==> src/rtl/sudoku_pkg.sv <==
// Shared definitions for the Sudoku game: button count, button index map,
// default debounce length and the debouncer state encoding.
package sudoku_pkg;

  localparam int N_BTN = 11;

  localparam int BTN_START = 0;
  localparam int BTN_UP    = 1;
  localparam int BTN_RIGHT = 2;
  localparam int BTN_DOWN  = 3;
  localparam int BTN_LEFT  = 4;
  localparam int BTN_X     = 5;
  localparam int BTN_Y     = 6;
  localparam int BTN_Z     = 7;
  localparam int BTN_V     = 8;
  localparam int BTN_R     = 9;
  localparam int BTN_O     = 10;

  // 5 ms at 50 MHz
  localparam int DEBOUNCE_CYCLES_DEFAULT = 250000;

  typedef enum logic {
    DB_STABLE   = 1'b0,
    DB_COUNTING = 1'b1
  } db_state_e;

  // Isolates the lowest set bit; lower index wins arbitration.
  function automatic logic [N_BTN-1:0] lowest_set(input logic [N_BTN-1:0] v);
    return v & (~v + N_BTN'(1));
  endfunction

endpackage

==> src/rtl/button_conditioner_if.sv <==
// Raw button pins in, per-command press pulses and debounced levels out.
interface button_conditioner_if;
  import sudoku_pkg::*;

  logic [N_BTN-1:0] btn_raw;
  logic             start, up, right, down, left;
  logic             x, y, z, v, r, o;
  logic [N_BTN-1:0] btn_level;
  logic             collision;

  // Board / stimulus side
  modport master (
    output btn_raw,
    input  start, up, right, down, left, x, y, z, v, r, o,
    input  btn_level, collision
  );

  // Conditioner side
  modport slave (
    input  btn_raw,
    output start, up, right, down, left, x, y, z, v, r, o,
    output btn_level, collision
  );
endinterface

==> src/rtl/btn_debounce.sv <==
// One-bit synchroniser plus debouncer. The synchronised level must disagree
// with the accepted level on DEBOUNCE_CYCLES+1 consecutive edges before the
// accepted level flips; rise_o flags the edge at which it will flip 0->1.
module btn_debounce
  import sudoku_pkg::*;
#(
  parameter int DEBOUNCE_CYCLES = DEBOUNCE_CYCLES_DEFAULT
) (
  input  logic clk,
  input  logic reset,
  input  logic pressed_i,
  output logic level_o,
  output logic rise_o
);

  localparam int              CNT_W   = $clog2(DEBOUNCE_CYCLES + 1);
  localparam logic [CNT_W-1:0] CNT_MAX = CNT_W'(DEBOUNCE_CYCLES);

  logic             sync1_q, sync2_q;
  db_state_e        state_q;
  logic [CNT_W-1:0] cnt_q;
  logic             level_q;
  logic             accept;

  // Two-flop synchroniser, cleared to the released value
  always_ff @(posedge clk or negedge reset) begin
    if (!reset) begin
      sync1_q <= 1'b0;
      sync2_q <= 1'b0;
    end else begin
      sync1_q <= pressed_i;
      sync2_q <= sync1_q;
    end
  end

  // Mismatch has persisted long enough; the counter tops out here, never wraps
  assign accept = (state_q == DB_COUNTING) && (sync2_q != level_q) && (cnt_q == CNT_MAX);

  // Debounce FSM: STABLE while sync agrees, COUNTING while it disagrees
  always_ff @(posedge clk or negedge reset) begin
    if (!reset) begin
      state_q <= DB_STABLE;
      cnt_q   <= '0;
      level_q <= 1'b0;
    end else begin
      case (state_q)
        DB_STABLE: begin
          if (sync2_q != level_q) begin
            state_q <= DB_COUNTING;
            cnt_q   <= CNT_W'(1);
          end
        end
        DB_COUNTING: begin
          if (sync2_q == level_q) begin
            state_q <= DB_STABLE;
            cnt_q   <= '0;
          end else if (accept) begin
            level_q <= ~level_q;
            state_q <= DB_STABLE;
            cnt_q   <= '0;
          end else begin
            cnt_q <= cnt_q + 1'b1;
          end
        end
        default: begin
          state_q <= DB_STABLE;
          cnt_q   <= '0;
        end
      endcase
    end
  end

  assign level_o = level_q;
  assign rise_o  = accept & ~level_q;

endmodule

==> src/rtl/button_conditioner.sv <==
// Button front end for the game FSM: normalises polarity, debounces every
// button and turns accepted presses into single-cycle command pulses, letting
// only the lowest-index press through when several land in the same cycle.
module button_conditioner
  import sudoku_pkg::*;
#(
  parameter int DEBOUNCE_CYCLES = DEBOUNCE_CYCLES_DEFAULT,
  parameter bit ACTIVE_LOW_BTN  = 1'b1
) (
  input  logic                 clk,
  input  logic                 reset,
  button_conditioner_if.slave  bus
);

  logic [N_BTN-1:0] pressed;
  logic [N_BTN-1:0] level;
  logic [N_BTN-1:0] rise;
  logic [N_BTN-1:0] pulse_d, pulse_q;
  logic             collision_d, collision_q;

  // 1 = pressed, whatever the board polarity
  assign pressed = bus.btn_raw ^ {N_BTN{ACTIVE_LOW_BTN}};

  for (genvar i = 0; i < N_BTN; i++) begin : g_db
    btn_debounce #(
      .DEBOUNCE_CYCLES (DEBOUNCE_CYCLES)
    ) u_db (
      .clk       (clk),
      .reset     (reset),
      .pressed_i (pressed[i]),
      .level_o   (level[i]),
      .rise_o    (rise[i])
    );
  end

  // Losers of arbitration are dropped for good; they only show in collision
  assign pulse_d     = lowest_set(rise);
  assign collision_d = |(rise & ~pulse_d);

  // Pulses register on the same edge the debounced level rises
  always_ff @(posedge clk or negedge reset) begin
    if (!reset) begin
      pulse_q     <= '0;
      collision_q <= 1'b0;
    end else begin
      pulse_q     <= pulse_d;
      collision_q <= collision_d;
    end
  end

  assign bus.start     = pulse_q[BTN_START];
  assign bus.up        = pulse_q[BTN_UP];
  assign bus.right     = pulse_q[BTN_RIGHT];
  assign bus.down      = pulse_q[BTN_DOWN];
  assign bus.left      = pulse_q[BTN_LEFT];
  assign bus.x         = pulse_q[BTN_X];
  assign bus.y         = pulse_q[BTN_Y];
  assign bus.z         = pulse_q[BTN_Z];
  assign bus.v         = pulse_q[BTN_V];
  assign bus.r         = pulse_q[BTN_R];
  assign bus.o         = pulse_q[BTN_O];
  assign bus.btn_level = level;
  assign bus.collision = collision_q;

endmodule

==> src/flat_wrapper.sv <==
// flat-port wrapper written by rule: the top's interface ports become plain ports
module button_conditioner_flat import sudoku_pkg::*;
#(
  parameter int DEBOUNCE_CYCLES = DEBOUNCE_CYCLES_DEFAULT,
  parameter bit ACTIVE_LOW_BTN  = 1'b1
)
  (clk, reset, bus_btn_raw, bus_start, bus_up, bus_right, bus_down, bus_left, bus_x, bus_y, bus_z, bus_v, bus_r, bus_o, bus_btn_level, bus_collision);
  button_conditioner_if bus_i ();
  input  logic clk;
  input  logic reset;
  input wire logic [$bits(bus_i.btn_raw)-1:0] bus_btn_raw;
  output wire logic [$bits(bus_i.start)-1:0] bus_start;
  output wire logic [$bits(bus_i.up)-1:0] bus_up;
  output wire logic [$bits(bus_i.right)-1:0] bus_right;
  output wire logic [$bits(bus_i.down)-1:0] bus_down;
  output wire logic [$bits(bus_i.left)-1:0] bus_left;
  output wire logic [$bits(bus_i.x)-1:0] bus_x;
  output wire logic [$bits(bus_i.y)-1:0] bus_y;
  output wire logic [$bits(bus_i.z)-1:0] bus_z;
  output wire logic [$bits(bus_i.v)-1:0] bus_v;
  output wire logic [$bits(bus_i.r)-1:0] bus_r;
  output wire logic [$bits(bus_i.o)-1:0] bus_o;
  output wire logic [$bits(bus_i.btn_level)-1:0] bus_btn_level;
  output wire logic [$bits(bus_i.collision)-1:0] bus_collision;
  assign bus_i.btn_raw = bus_btn_raw;
  assign bus_start = bus_i.start;
  assign bus_up = bus_i.up;
  assign bus_right = bus_i.right;
  assign bus_down = bus_i.down;
  assign bus_left = bus_i.left;
  assign bus_x = bus_i.x;
  assign bus_y = bus_i.y;
  assign bus_z = bus_i.z;
  assign bus_v = bus_i.v;
  assign bus_r = bus_i.r;
  assign bus_o = bus_i.o;
  assign bus_btn_level = bus_i.btn_level;
  assign bus_collision = bus_i.collision;
  button_conditioner #(.DEBOUNCE_CYCLES(DEBOUNCE_CYCLES), .ACTIVE_LOW_BTN(ACTIVE_LOW_BTN)) u_core (.clk(clk), .reset(reset), .bus(bus_i));
endmodule
==> config.mk <==
export PLATFORM = sky130hd
export DESIGN_NAME = button_conditioner_flat
export DESIGN_NICKNAME = d
export VERILOG_FILES = /design/src/rtl/sudoku_pkg.sv /design/src/rtl/button_conditioner_if.sv /design/src/rtl/btn_debounce.sv /design/src/rtl/button_conditioner.sv /design/src/flat_wrapper.sv
export SDC_FILE = /design/constraint.sdc
export NUM_CORES = 1
export LEC_CHECK = 0
export CORE_MARGIN = 2
export CORE_UTILIZATION = 54
export CTS_CLUSTER_SIZE = 40
export DETAILED_ROUTE_END_ITERATION = 12
export DONT_BUFFER_PORTS = 1
export HOLD_SLACK_MARGIN = 0.12
export PLACE_DENSITY_LB_ADDON = 0.2
export SLEW_MARGIN = 15
export SYNTH_ARGS = -nofsm -noshare
export SYNTH_HDL_FRONTEND = slang
export SYNTH_HIERARCHICAL = 1
export SYNTH_SLANG_ARGS = --single-unit
==> constraint.sdc <==
create_clock -name clk -period 7.25 [get_ports clk]
set_input_delay 0 -clock clk [delete_from_list [all_inputs] [get_ports clk]]
set_output_delay 0 -clock clk [all_outputs]
set_load 0.02 [all_outputs]
### After elaboration in Yosys (flattened, before gate mapping)

Cells that the tools add are included.
W data, S select, Z words.

| operators by class | value |
|---|---|
| reductions and logical operators | 34 |
| add/subtract/negate cells | 12 |
| bitwise logic cells | 49 |
| muxes and demuxes | 88 |
| eq/ne operators | 44 |

Operators by type and width:

| operator | number |
|---|---|
| $mux W18 | 33 |
| $pmux W18 S2 | 11 |
| $add A18 B1 Y18 const B | 11 |
| $eq A18 B18 Y1 const B | 11 |
| $mux W1 | 33 |
| $not A1 Y1 | 33 |
| $not A11 Y11 | 3 |
| $reduce_and A3 Y1 | 11 |
| $and A11 B11 Y11 | 2 |
| $logic_and A1 B1 Y1 | 22 |
| $ne A2 B2 Y1 const B | 11 |
| $pmux W1 S2 | 11 |
| $add A11 B1 Y11 const B | 1 |
| $and A1 B1 Y1 | 11 |
| $eq A1 B1 Y1 | 11 |
| $ne A1 B1 Y1 | 11 |
| $reduce_or A11 Y1 | 1 |

| storage, ports and cells | value |
|---|---|
| word-level logic and storage cells | 284 |
| output and inout port bits | 23 |
| bits in registers | 254 |

### Longest topological paths before layout

Gate-level depths: netlist of the first run.

| depth | value |
|---|---|
| depth after elaboration | 10 |
| gate-level depth with buffers | 10 |
| mapped depth without buffers | 10 |

### Hierarchy

Netlist of the first run, hierarchy kept.

By module, submodules not included:

| module | cells each | sequential area each (um^2) | area an instance (um^2) | times used |
|---|---|---|---|---|
| btn_debounce | 131 | 550.5 | 1214.9 | 11 |
| button_conditioner | 53 | 300.3 | 550.5 | 1 |

### Worst setup path after synthesis of the first run

Ideal clock, no wire load.

| timing | value |
|---|---|
| path type | reg2reg |
| from | reg u_core.g_db[0].u_db.cnt_q[0] |
| to | reg u_core.collision_q (netlist: u_core/bus.collision) |
| required time | 7.178 ns |
| library setup time | 0.072 ns |
| arrival time | 2.461 ns |
| period minus slack after synthesis | 2.534 ns |
| cell stages (with the launch flop) | 11 |
| path buffers | 0 |
| path slack | 4.716 ns |
| cell sequence | dfrtp_1 > inv_1 > ha_1 > or4b_1 > nor4_4 > nand2_2 > nor3b_1 > or4_4 > maj3_2 > o31ai_2 > nand4b_1 |

| on the way | value |
|---|---|
| word-level cells in the longest chain between the ends | 9 |

RTL lines:

| item | line | RTL |
|---|---|---|
| start, declared | btn_debounce.sv:21 | `logic [CNT_W-1:0] cnt_q;` |
| start signal, assigned | btn_debounce.sv:62 | `cnt_q <= cnt_q + 1'b1;` |
| $eq A18 B18 Y1 (*) | btn_debounce.sv:37 | `assign accept = (state_q == DB_COUNTING) && (sync2_q != level_q) && (cnt_q == CNT_MAX);` |
| $logic_and A1 B1 Y1 (*) | btn_debounce.sv:37 |  |
| $and A1 B1 Y1 (*) | btn_debounce.sv:74 | `assign rise_o = accept & ~level_q;` |
| $not A11 Y11 | sudoku_pkg.sv:29 | `return v & (~v + N_BTN'(1));` |
| $add A11 B1 Y11 | sudoku_pkg.sv:29 |  |
| $and A11 B11 Y11 (*) | sudoku_pkg.sv:29 |  |
| net u_core.pulse_d[0] | button_conditioner.sv:18 | `logic [N_BTN-1:0] pulse_d, pulse_q;` |
| $not A11 Y11 (*) | button_conditioner.sv:38 | `assign collision_d = \|(rise & ~pulse_d);` |
| $and A11 B11 Y11 (*) | button_conditioner.sv:38 |  |
| $reduce_or A11 Y1 (*) | button_conditioner.sv:38 |  |
| net u_core.collision_d | button_conditioner.sv:19 | `logic collision_d, collision_q;` |
| end signal, assigned | button_conditioner.sv:47 | `collision_q <= collision_d;` |
| end, declared | button_conditioner.sv:19 |  |

Mark *: on every way through the listed nets, which the timed path passes. The rest lies on a longest branch.
A chain may end at the register's enable or synchronous reset.

### Worst setup path after layout of the first run

| timing | value |
|---|---|
| from | reg u_core.g_db[1].u_db.cnt_q[0] |
| to | reg u_core.collision_q (netlist: u_core/bus.collision) |

| on the way | value |
|---|---|
| word-level cells in the longest chain between the ends | 9 |

RTL lines:

| item | line | RTL |
|---|---|---|
| start, declared | btn_debounce.sv:21 |  |
| start signal, assigned | btn_debounce.sv:62 |  |
| $eq A18 B18 Y1 (*) | btn_debounce.sv:37 |  |
| $logic_and A1 B1 Y1 (*) | btn_debounce.sv:37 |  |
| $and A1 B1 Y1 (*) | btn_debounce.sv:74 |  |
| net u_core.rise[1] | button_conditioner.sv:17 | `logic [N_BTN-1:0] rise;` |
| $not A11 Y11 | sudoku_pkg.sv:29 |  |
| $add A11 B1 Y11 | sudoku_pkg.sv:29 |  |
| $and A11 B11 Y11 | sudoku_pkg.sv:29 |  |
| $not A11 Y11 | button_conditioner.sv:38 |  |
| $and A11 B11 Y11 (*) | button_conditioner.sv:38 |  |
| $reduce_or A11 Y1 (*) | button_conditioner.sv:38 |  |
| net u_core.collision_d | button_conditioner.sv:19 |  |

Marked as above.

==> flow_summary.toml, run 1 <==
[status]
status = "complete, no violations"

[worst_setup_path]
critical_path.slowest_cell = "nor3b_1"
worstPathCellList = "inv_1 > ha_1 > or4b_1 > nor4_4 > nand2_2 > nor3b_1 > or4_4 > maj3_2 > o31ai_2 > nand4b_1"
slowest_delay_ps = 790
cp-start-kind = "flop"
required_ps = 7710
path_buf_inv = 1
crit_fanout = 7
endpoint_kind = "flop"
critical_path_class = "reg2reg"
arrival_ps = 3420
critPathTopFamily = "simple AND/OR/NAND/NOR gates"

[run]
cap_violations = 0

[layout]
area_growth_pct = 10.1
final_util = 0.606
multi_input_area_sq_um = 7000
nNetsFinal = 1532
fin_cells = 1847
register_area_sq_um = 6360
layout-drive-gt1-share = 0.0929
fin_area_sq_um = 15300
n_antenna_cell = 0
nFillCells = 2136

[timing]
setup_viol = 0
maxSlewHeadroom = 0.312
finalCritPeriodShare = 0.408
fmax_mhz = 338
fin_hold_ws_ps = 344
max_slew.worst_pin.slew_ps = 1030
finalCriticalPeriod_ps = 2960
report.final.hold_viol_count = 0
setup_tns_ps = 0
clock_skew_ps = 8.05
grt_setup_unrepaired = "false"
slew_viol_final = 0
fin_ws_ps = 4290

[yosys]
syn_area_sq_um = 13900
synthAdderAreaFrac = 0.0220
synthSimpleGateAreaFrac = 0.264
synthesis.nets = 1529
synth_edf_count = 0
synthXorXnorAreaFrac = 0.0415
yosysUniqueCellTypes = 51
synth_seq_cells = 254
ys.flop_type = "dfrtp_1"
ys_seq_area_frac = 0.457
synth-async-reset-ratio = 1.00
synth_top_family_by_area = "simple AND/OR/NAND/NOR gates"
synth_area_per_cell_sq_um = 9.31
yosys_warnings = 6
synth_compound_area_frac = 0.159
synthMuxAreaShare = 0.0168
synthCells = 1494

[floorplanning]
die_w_um = 165
die-area_sq_um = 27100
io_pins = 36
std_cell_rows = 58
initial_core_util = 0.551
die_y_um = 165
coreArea_sq_um = 25300

[power_and_ir_drop]
power_mw = 3.16
power_density_nw_per_um2 = 206
p_leak_nw = 6.44
ir_worst_vdd_mv = 0.237

[global_routing]
globalRouteOverflowTotal = 0
track_usage = 0.225
antenna_found_initial = 0
grt_pass1_wl_um = 51100
grt_pass1_vias = 10600
grt_max_degree = 255

[route]
drtIter0Drc = 844
wl_per_cell_um = 16.2
viasPerCell = 6.04
drt_drc_violations_left = 0
wirelength_um = 29900
dr.pass1.iters = 5
vias = 11200
drtAntennaViolNets = 0

[placement]
place_inst = 1770
post_dp_cell_area_sq_um = 14000
gp_congestion = 0.830
place.port_buffers = 0
preCtsSetupSlack_ps = 4340
hpwl_um = 19900

[worst_hold_path]
holdCritPathClass = "reg2reg"

[clock_tree]
clk-insertion-delay-late_ps = 530
clock_sinks = 254
hold_buffers = 24
cts.htree.levels = 1
cts_tree = "done"
clk_pin_slew_ps = 60
cts_buffer_depth = 3
cts_buffers = 29
clock-root-buffer = "clkbuf_16"
cts_setup_buffers = 0
cts_resized = 0
==> synth_stat cells, types with 23 or more instances <==
library cell / number / area (sq um)
dfrtp_1: 254 / 6360
nor2_1: 104 / 390
nand2_1: 133 / 499
inv_1: 56 / 210
nor3_1: 23 / 115
nand3_1: 100 / 500
xor2_1: 44 / 385
a21oi_1: 77 / 385
nand4_1: 55 / 344
o21ai_0: 166 / 831
and2_1: 24 / 150
clkbuf_1: 33 / 124
and3_1: 34 / 213
==> metal layers <==
layer | GRT usage | vias to the layer above | part of all wire | routed length, um
li1 | - | 5453 | - | -
met1 | 0.315 | 5465 | 0.47 | 14100
met2 | 0.369 | 195 | 0.46 | 13900
met3 | 0.0392 | 48 | 0.044 | 1330
met4 | 0.0514 | 0 | 0.019 | 581
met5 | 0 | - | 0 | 0
==> placed cells by master, fill, tap and decap left out, types with 12 or more instances in the layout <==
| cell | count |
|---|---|
| o31ai_1 | 22 |
| nor3_1 | 23 |
| o21ai_1 | 22 |
| ha_1 | 22 |
| xor2_1 | 44 |
| nand2_2 | 22 |
| nor4_1 | 13 |
| dlygate4sd3_1 | 24 |
| inv_1 | 56 |
| a21oi_1 | 77 |
| dfrtp_1 | 254 |
| nand4_1 | 55 |
| xnor2_1 | 22 |
| and3_1 | 34 |
| nand3_1 | 100 |
| nor3b_1 | 12 |
| and2_2 | 12 |
| nand3b_1 | 22 |
| nor2_1 | 104 |
| o21ai_0 | 166 |
| clkbuf_16 | 29 |
| and2_1 | 24 |
| nand2_1 | 133 |
| a31oi_1 | 22 |
==> where the power goes <==
group,internal (mW),total (mW),switching (mW),leakage (nW)
Clock,0.932,1.50,0.564,0.483
Combinational,0.0669,0.189,0.122,2.52
Sequential,1.44,1.47,0.0314,3.44
==> state kept, by name (all words and copies together) (netlist names) <==
signal and count:
u_core/pulse_q 11, u_core/g_db.u_db/level_o 11, u_core/g_db.u_db/state_q 11, u_core/g_db.u_db/sync1_q 11, u_core/bus.collision 1, u_core/g_db.u_db/cnt_q 198
u_core/g_db.u_db/sync2_q 11
==> cell families (layout without fill, tap and decap cells) <==
family                     count (synthesis)  after routing
buffers and inverters                    122            145
DFF                                      254            254
xor gates and xnor gates                  66             66
AOI/OAI and AO/OA                        378            378
muxes                                     22             22
adders and majority gates                 25             25
and+or+nand+nor                          627            627
==> worst reg2reg max path: stages (launching register included) <==
cell and delay [ps]:
dfrtp_1 400, inv_1 100, ha_1 150, or4b_1 480
nor4_4 190, nand2_2 110, nor3b_1 800, or4_4 280
maj3_2 190, o31ai_2 60, nand4b_1 120
==> worst paths after layout <==
check                                                          from                                  endpoint  slack [ps]  depth (start not counted)
min in group asynchronous                                     reset  u_core/g_db[6].u_db/cnt_q[8]$_DFFE_PN0P_         550                          3
max in group asynchronous                                     reset     u_core/g_db[4].u_db/sync1_q$_DFF_PN0_        5570                          4
max                        u_core/g_db[1].u_db/cnt_q[0]$_DFFE_PN0P_            u_core/bus.collision$_DFF_PN0_        4290                         10
max reg2reg                u_core/g_db[1].u_db/cnt_q[0]$_DFFE_PN0P_            u_core/bus.collision$_DFF_PN0_        4290                         10
min                           u_core/g_db[8].u_db/sync1_q$_DFF_PN0_     u_core/g_db[8].u_db/sync2_q$_DFF_PN0_         340                          0
min reg2reg                   u_core/g_db[8].u_db/sync1_q$_DFF_PN0_     u_core/g_db[8].u_db/sync2_q$_DFF_PN0_         340                          0
==> layout make-up <==
class                   count  area share
flip-flops and latches    254       0.415
clock inverters            11      0.0105
repair buffers             27      0.0198
inverters                  67      0.0164
well taps                 330      0.0270
multi-input cells        1118       0.457
clock buffers              40      0.0540
Note: power is estimated with default switching activity, not from simulation.
==> run 2, diff against run 1 <==
clock period = 2.5 ns   (was 7.25 ns; I/O delays follow)
==> run 2 against run 1 <==
Net effect:
- the flow now finishes with violations (hold timing)
- flip-flop and latch count unchanged
- largest cell class unchanged
- clock power grew to 3.1 times the previous value
- power increased to 3.0 times the previous value
- die area unchanged
- worst hold slack lost 1200 ps
==> flow_summary.toml, run 2 (synthesis gave the netlist of run 1 again) <==
[global_routing]
antenna_found_initial = 1
grt_pass1_vias = 10800
track_usage = 0.230
grt_pass1_wl_um = 52200
globalRouteOverflowTotal = 0
grt_max_degree = 255

[power_and_ir_drop]
combPwrFrac = 0.059
switching_share = 0.226
seqPwrFrac = 0.453
p_switching_mw = 2.12
power_density_nw_per_um2 = 590
ir_worst_vdd_mv = 0.627
p_int_mw = 7.28
clkPwrFrac = 0.488
p_leak_nw = 6.82

[layout]
n_antenna_cell = 0
layout-drive-gt1-share = 0.148
area_growth_pct = 14.5
largest-register = "u_core/g_db.u_db/cnt_q"
multi_input_area_sq_um = 7090
register_area_sq_um = 6360
fin_area_sq_um = 15900
nFillCells = 2059
most-common-layout-cells = "dfrtp_1 (254), o21ai_0 (166), nand2_1 (133)"
fin_cells = 1918
nNetsFinal = 1601
largest_reg_flops = 198
final_common_cell = "dfrtp_1"

[route]
vias = 11300
drt_drc_violations_left = 0
drtIter0Drc = 762
viasPerCell = 5.90
dr.pass1.iters = 5
wl_per_cell_um = 16.1
wirelength_um = 30800
drtAntennaViolNets = 0

[timing]
report.final.hold_viol_count = 254
fin_ws_ps = 71.6
fmax_mhz = 412
maxSlewHeadroom = 0.307
grt_setup_unrepaired = "true"
finalCritPeriodShare = 0.971
fin_hold_ws_ps = -841
setup_tns_ps = 0
finalCriticalPeriod_ps = 2430
setup_viol = 0
clock_skew_ps = 9.74
slew_viol_final = 0
max_slew.worst_pin.slew_ps = 1040

[placement]
place.port_buffers = 0
gp_congestion = 0.856
preCtsSetupSlack_ps = -29.7
place_inst = 1832
post_dp_cell_area_sq_um = 14500
hpwl_um = 20800

[status]
violations = "hold timing"
status = "finished, violations left"

[run]
cap_violations = 0

[worst_setup_path]
critical_path_class = "reg2reg"
arrival_ps = 2840
endpoint_kind = "flop"
crit_fanout = 7
cp-start-kind = "flop"
required_ps = 2910

[floorplanning]
die_w_um = 165
die-area_sq_um = 27100
die_y_um = 165
io_pins = 36
coreArea_sq_um = 25300
std_cell_rows = 58
initial_core_util = 0.551

[clock_tree]
cts.htree.levels = 1
cts_buffer_depth = 3
cts_buffers = 29
clock-root-buffer = "clkbuf_16"
clk-insertion-delay-late_ps = 550
hold_buffers = 22
cts_tree = "done"
clock_sinks = 254
clk_pin_slew_ps = 60

[worst_hold_path]
holdCritPathClass = "in2async"
## run 2: area by class of cell
type / count / share of cell area
Multi-Input combinational cell: 1118 / 0.445
Clock inverter: 15 / 0.0139
Timing Repair Buffer: 96 / 0.0487
Inverter: 67 / 0.0158
Tap cell: 330 / 0.0259
Clock buffer: 38 / 0.0521
Sequential cell: 254 / 0.399
## run 2: path summary, 6_finish.rpt
kind | end | cells past startpoint | slack [ps] | from
setup / recovery | u_core/bus.collision$_DFF_PN0_ | 11 | 70 | u_core/g_db[1].u_db/cnt_q[0]$_DFFE_PN0P_
max in group asynchronous | u_core/g_db[2].u_db/cnt_q[0]$_DFFE_PN0P_ | 0 | 2870 | reset
setup reg to reg | u_core/bus.collision$_DFF_PN0_ | 11 | 70 | u_core/g_db[1].u_db/cnt_q[0]$_DFFE_PN0P_
hold reg to reg | u_core/g_db[6].u_db/sync2_q$_DFF_PN0_ | 0 | 340 | u_core/g_db[6].u_db/sync1_q$_DFF_PN0_
min in group clk | u_core/g_db[6].u_db/sync2_q$_DFF_PN0_ | 0 | 340 | u_core/g_db[6].u_db/sync1_q$_DFF_PN0_
hold / removal | u_core/g_db[6].u_db/cnt_q[8]$_DFFE_PN0P_ | 0 | -840 | reset
## run 2: critical path, stage by stage, from the launching register on
cell and delay [ps]:
dfrtp_1 360, inv_2 50, ha_1 180, or4b_4 210, nor4_4 50, nand2_2 90, nor3b_2 50, buf_4 160
or4_4 520, maj3_2 330, o31ai_2 190, nand4b_1 120
## run 2: metal layers
layer	vias to the layer above	track usage	part of all wire	wire length, um
li1	5588	-	-	-
met1	5501	0.314	0.46	14200
met2	176	0.386	0.48	14700
met3	49	0.0357	0.040	1230
met4	0	0.0605	0.023	711
met5	-	0	0	0
## run 2: repair_timing
action,4_1_cts,5_1_grt
setup buffers,0,11
gates resized for setup,2,16
hold endpoints to repair,265,254
endpoints found under the setup margin,1,4
pin swaps,0,12
## run 2: per-stage QoR
stage / utilization / power [mW]
floorplan: - / 4.69
global placement: 0.574 / 4.82
detailed placement: 0.574 / 4.83
CTS: 0.625 / 9.48
global route: 0.631 / 9.76
finish: 0.631 / 9.40
## run 2: power by group through the flow
| stage | Sequential (mW) | Combinational, mW | Clock, mW |
|---|---|---|---|
| final | 4.25 | 0.556 | 4.59 |
| after global routing | 4.26 | 0.621 | 4.88 |
| after floorplan | 4.31 | 0.378 | 0 |
| after global placement | 4.32 | 0.499 | 0 |
| after detailed placement | 4.33 | 0.508 | 0 |
| after CTS | 4.25 | 0.537 | 4.69 |
==> run 3, diff against run 2 <==
CORE_UTILIZATION = 35   (was 54)
RECOVER_POWER = 50   (was unset)
SLEW_MARGIN = unset   (was 15)
==> run 3 against run 2 <==
Net effect:
- the flow still finishes with violations (hold timing)
- power is 5.6% higher
- register-to-register slack about the same
- die area up 53%
- largest power group unchanged
- sequential share of layout area fell by 0.82 points
- routed wire length up 5.5%
==> flow_summary.toml, run 3 (synthesis gave the netlist of run 1 again) <==
[worst_setup_path]
arrival_ps = 2870
timing.rr.end = "u_core/bus.collision$_DFF_PN0_"
endpoint_kind = "flop"
r2r-start = "u_core/g_db[1].u_db/cnt_q[0]$_DFFE_PN0P_"
required_ps = 2940
reg2regPathDepth = 11
crit_fanout = 7
r2r_setup_slack_ps = 80
cp-start-kind = "flop"
critical_path_class = "reg2reg"

[clock_tree]
clk_pin_slew_ps = 60
clock-root-buffer = "clkbuf_16"
cts_buffer_depth = 3
clock_sinks = 254
cts_tree = "done"
cts_buffers = 31
hold_buffers = 22
clk-insertion-delay-late_ps = 570
cts.htree.levels = 1

[floorplanning]
coreArea_sq_um = 39500
die-area_sq_um = 41400
io_pins = 36
die_y_um = 203
initial_core_util = 0.353
std_cell_rows = 73
die_w_um = 203

[placement]
place.port_buffers = 0
preCtsSetupSlack_ps = 0.353
place_inst = 2030
hpwl_um = 21700
gp_congestion = 0.830

[timing]
fin_hold_ws_ps = -852
setup_tns_ps = 0
finalCriticalPeriod_ps = 2420
max_slew.worst_pin.slew_ps = 1010
maxSlewHeadroom = 0.322
report.final.hold_viol_count = 254
grt_setup_unrepaired = "false"
finalCritPeriodShare = 0.969
fin_ws_ps = 78.4
clock_skew_ps = 12.7
setup_viol = 0
fmax_mhz = 413
slew_viol_final = 0

[layout]
n_antenna_cell = 0
final_common_cell = "dfrtp_1"
final_util = 0.412
fin_cells = 2115
most-common-layout-cells = "dfrtp_1 (254), o21ai_0 (166), nand2_1 (133)"
layout-drive-gt1-share = 0.145
largest-register = "u_core/g_db.u_db/cnt_q"
largest_reg_flops = 198
nNetsFinal = 1600
area_growth_pct = 16.9

[status]
status = "finished, violations left"
violations = "hold timing"

[global_routing]
track_usage = 0.159
grt_max_degree = 255
grt_pass1_wl_um = 55400
antenna_found_initial = 0
grt_pass1_vias = 10900
globalRouteOverflowTotal = 0

[route]
viasPerCell = 5.38
drtIter0Drc = 603
drt_drc_violations_left = 0
vias = 11400
dr.pass1.iters = 5
wl_per_cell_um = 15.4
drtAntennaViolNets = 0
wirelength_um = 32500

[worst_hold_path]
holdCritPathClass = "in2async"

[power_and_ir_drop]
ir_worst_vdd_mv = 0.593
power_density_nw_per_um2 = 610
p_leak_nw = 6.86

[run]
cap_violations = 0
[run 3: cell type report]
class,instances,area (sq um)
Inverter,67,251
Timing Repair Buffer,93,757
Tap cell,525,657
Fill cell,3878,23200
Clock inverter,18,304
Multi-Input combinational cell,1118,7080
Clock buffer,40,870
Sequential cell,254,6360
[run 3: layer usage]
| metal | vias to the layer above | share of wire | track usage |
|---|---|---|---|
| met5 | - | 0 | 0 |
| met4 | 0 | 0.022 | 0.0409 |
| met3 | 42 | 0.051 | 0.0321 |
| met2 | 205 | 0.44 | 0.243 |
| met1 | 5529 | 0.48 | 0.229 |
| li1 | 5595 | - | - |
[run 3: what timing repair did]
| action | CTS | global route |
|---|---|---|
| endpoints found under the setup margin | 1 | 6 |
| resized for setup | 1 | 14 |
| pin swaps | 0 | 5 |
| hold endpoints to repair | 265 | 254 |
| setup buffers | 0 | 5 |
[run 3: worst max-delay path, cell delays in order (launching register included)]
cell,delay [ps]
dfrtp_1,350
inv_1,70
ha_1,180
or4b_1,210
nor4_4,50
nand2_2,90
nor3b_1,60
buf_4,160
or4_4,520
maj3_2,320
o31ai_2,170
nand4b_1,120
[run 3: per-stage QoR]
| stage | total power [mW] | hold slack [ps] | instance area [sq um] |
|---|---|---|---|
| floorplan | 4.69 | -296 | 13900 |
| global placement | 4.84 | -273 | 14800 |
| detailed placement | 4.85 | -284 | 14800 |
| CTS | 10.1 | -910 | 16200 |
| global route | 10.3 | -900 | 16300 |
| finish | 9.92 | -852 | 16300 |
[run 3: power by group]
group	total (mW)	switching [mW]	internal (mW)
registers	4.25	0.0621	4.18
logic	0.563	0.320	0.242
clock network	5.11	1.85	3.27
total	9.92	2.23	7.69
[run 3: worst max path at each step]
stage                                        startpoint                              to  slack, ps
2_1_floorplan  u_core/g_db[1].u_db/cnt_q[0]$_DFFE_PN0P_  u_core/bus.collision$_DFF_PN0_         30
3_3_place_gp   u_core/g_db[3].u_db/cnt_q[0]$_DFFE_PN0P_  u_core/bus.collision$_DFF_PN0_         50
3_5_place_dp   u_core/g_db[3].u_db/cnt_q[0]$_DFFE_PN0P_  u_core/bus.collision$_DFF_PN0_        0.4
4_1_cts        u_core/g_db[1].u_db/cnt_q[0]$_DFFE_PN0P_  u_core/bus.collision$_DFF_PN0_         80
5_1_grt        u_core/g_db[0].u_db/cnt_q[0]$_DFFE_PN0P_  u_core/bus.collision$_DFF_PN0_        0.2
6_report       u_core/g_db[1].u_db/cnt_q[0]$_DFFE_PN0P_  u_core/bus.collision$_DFF_PN0_         80
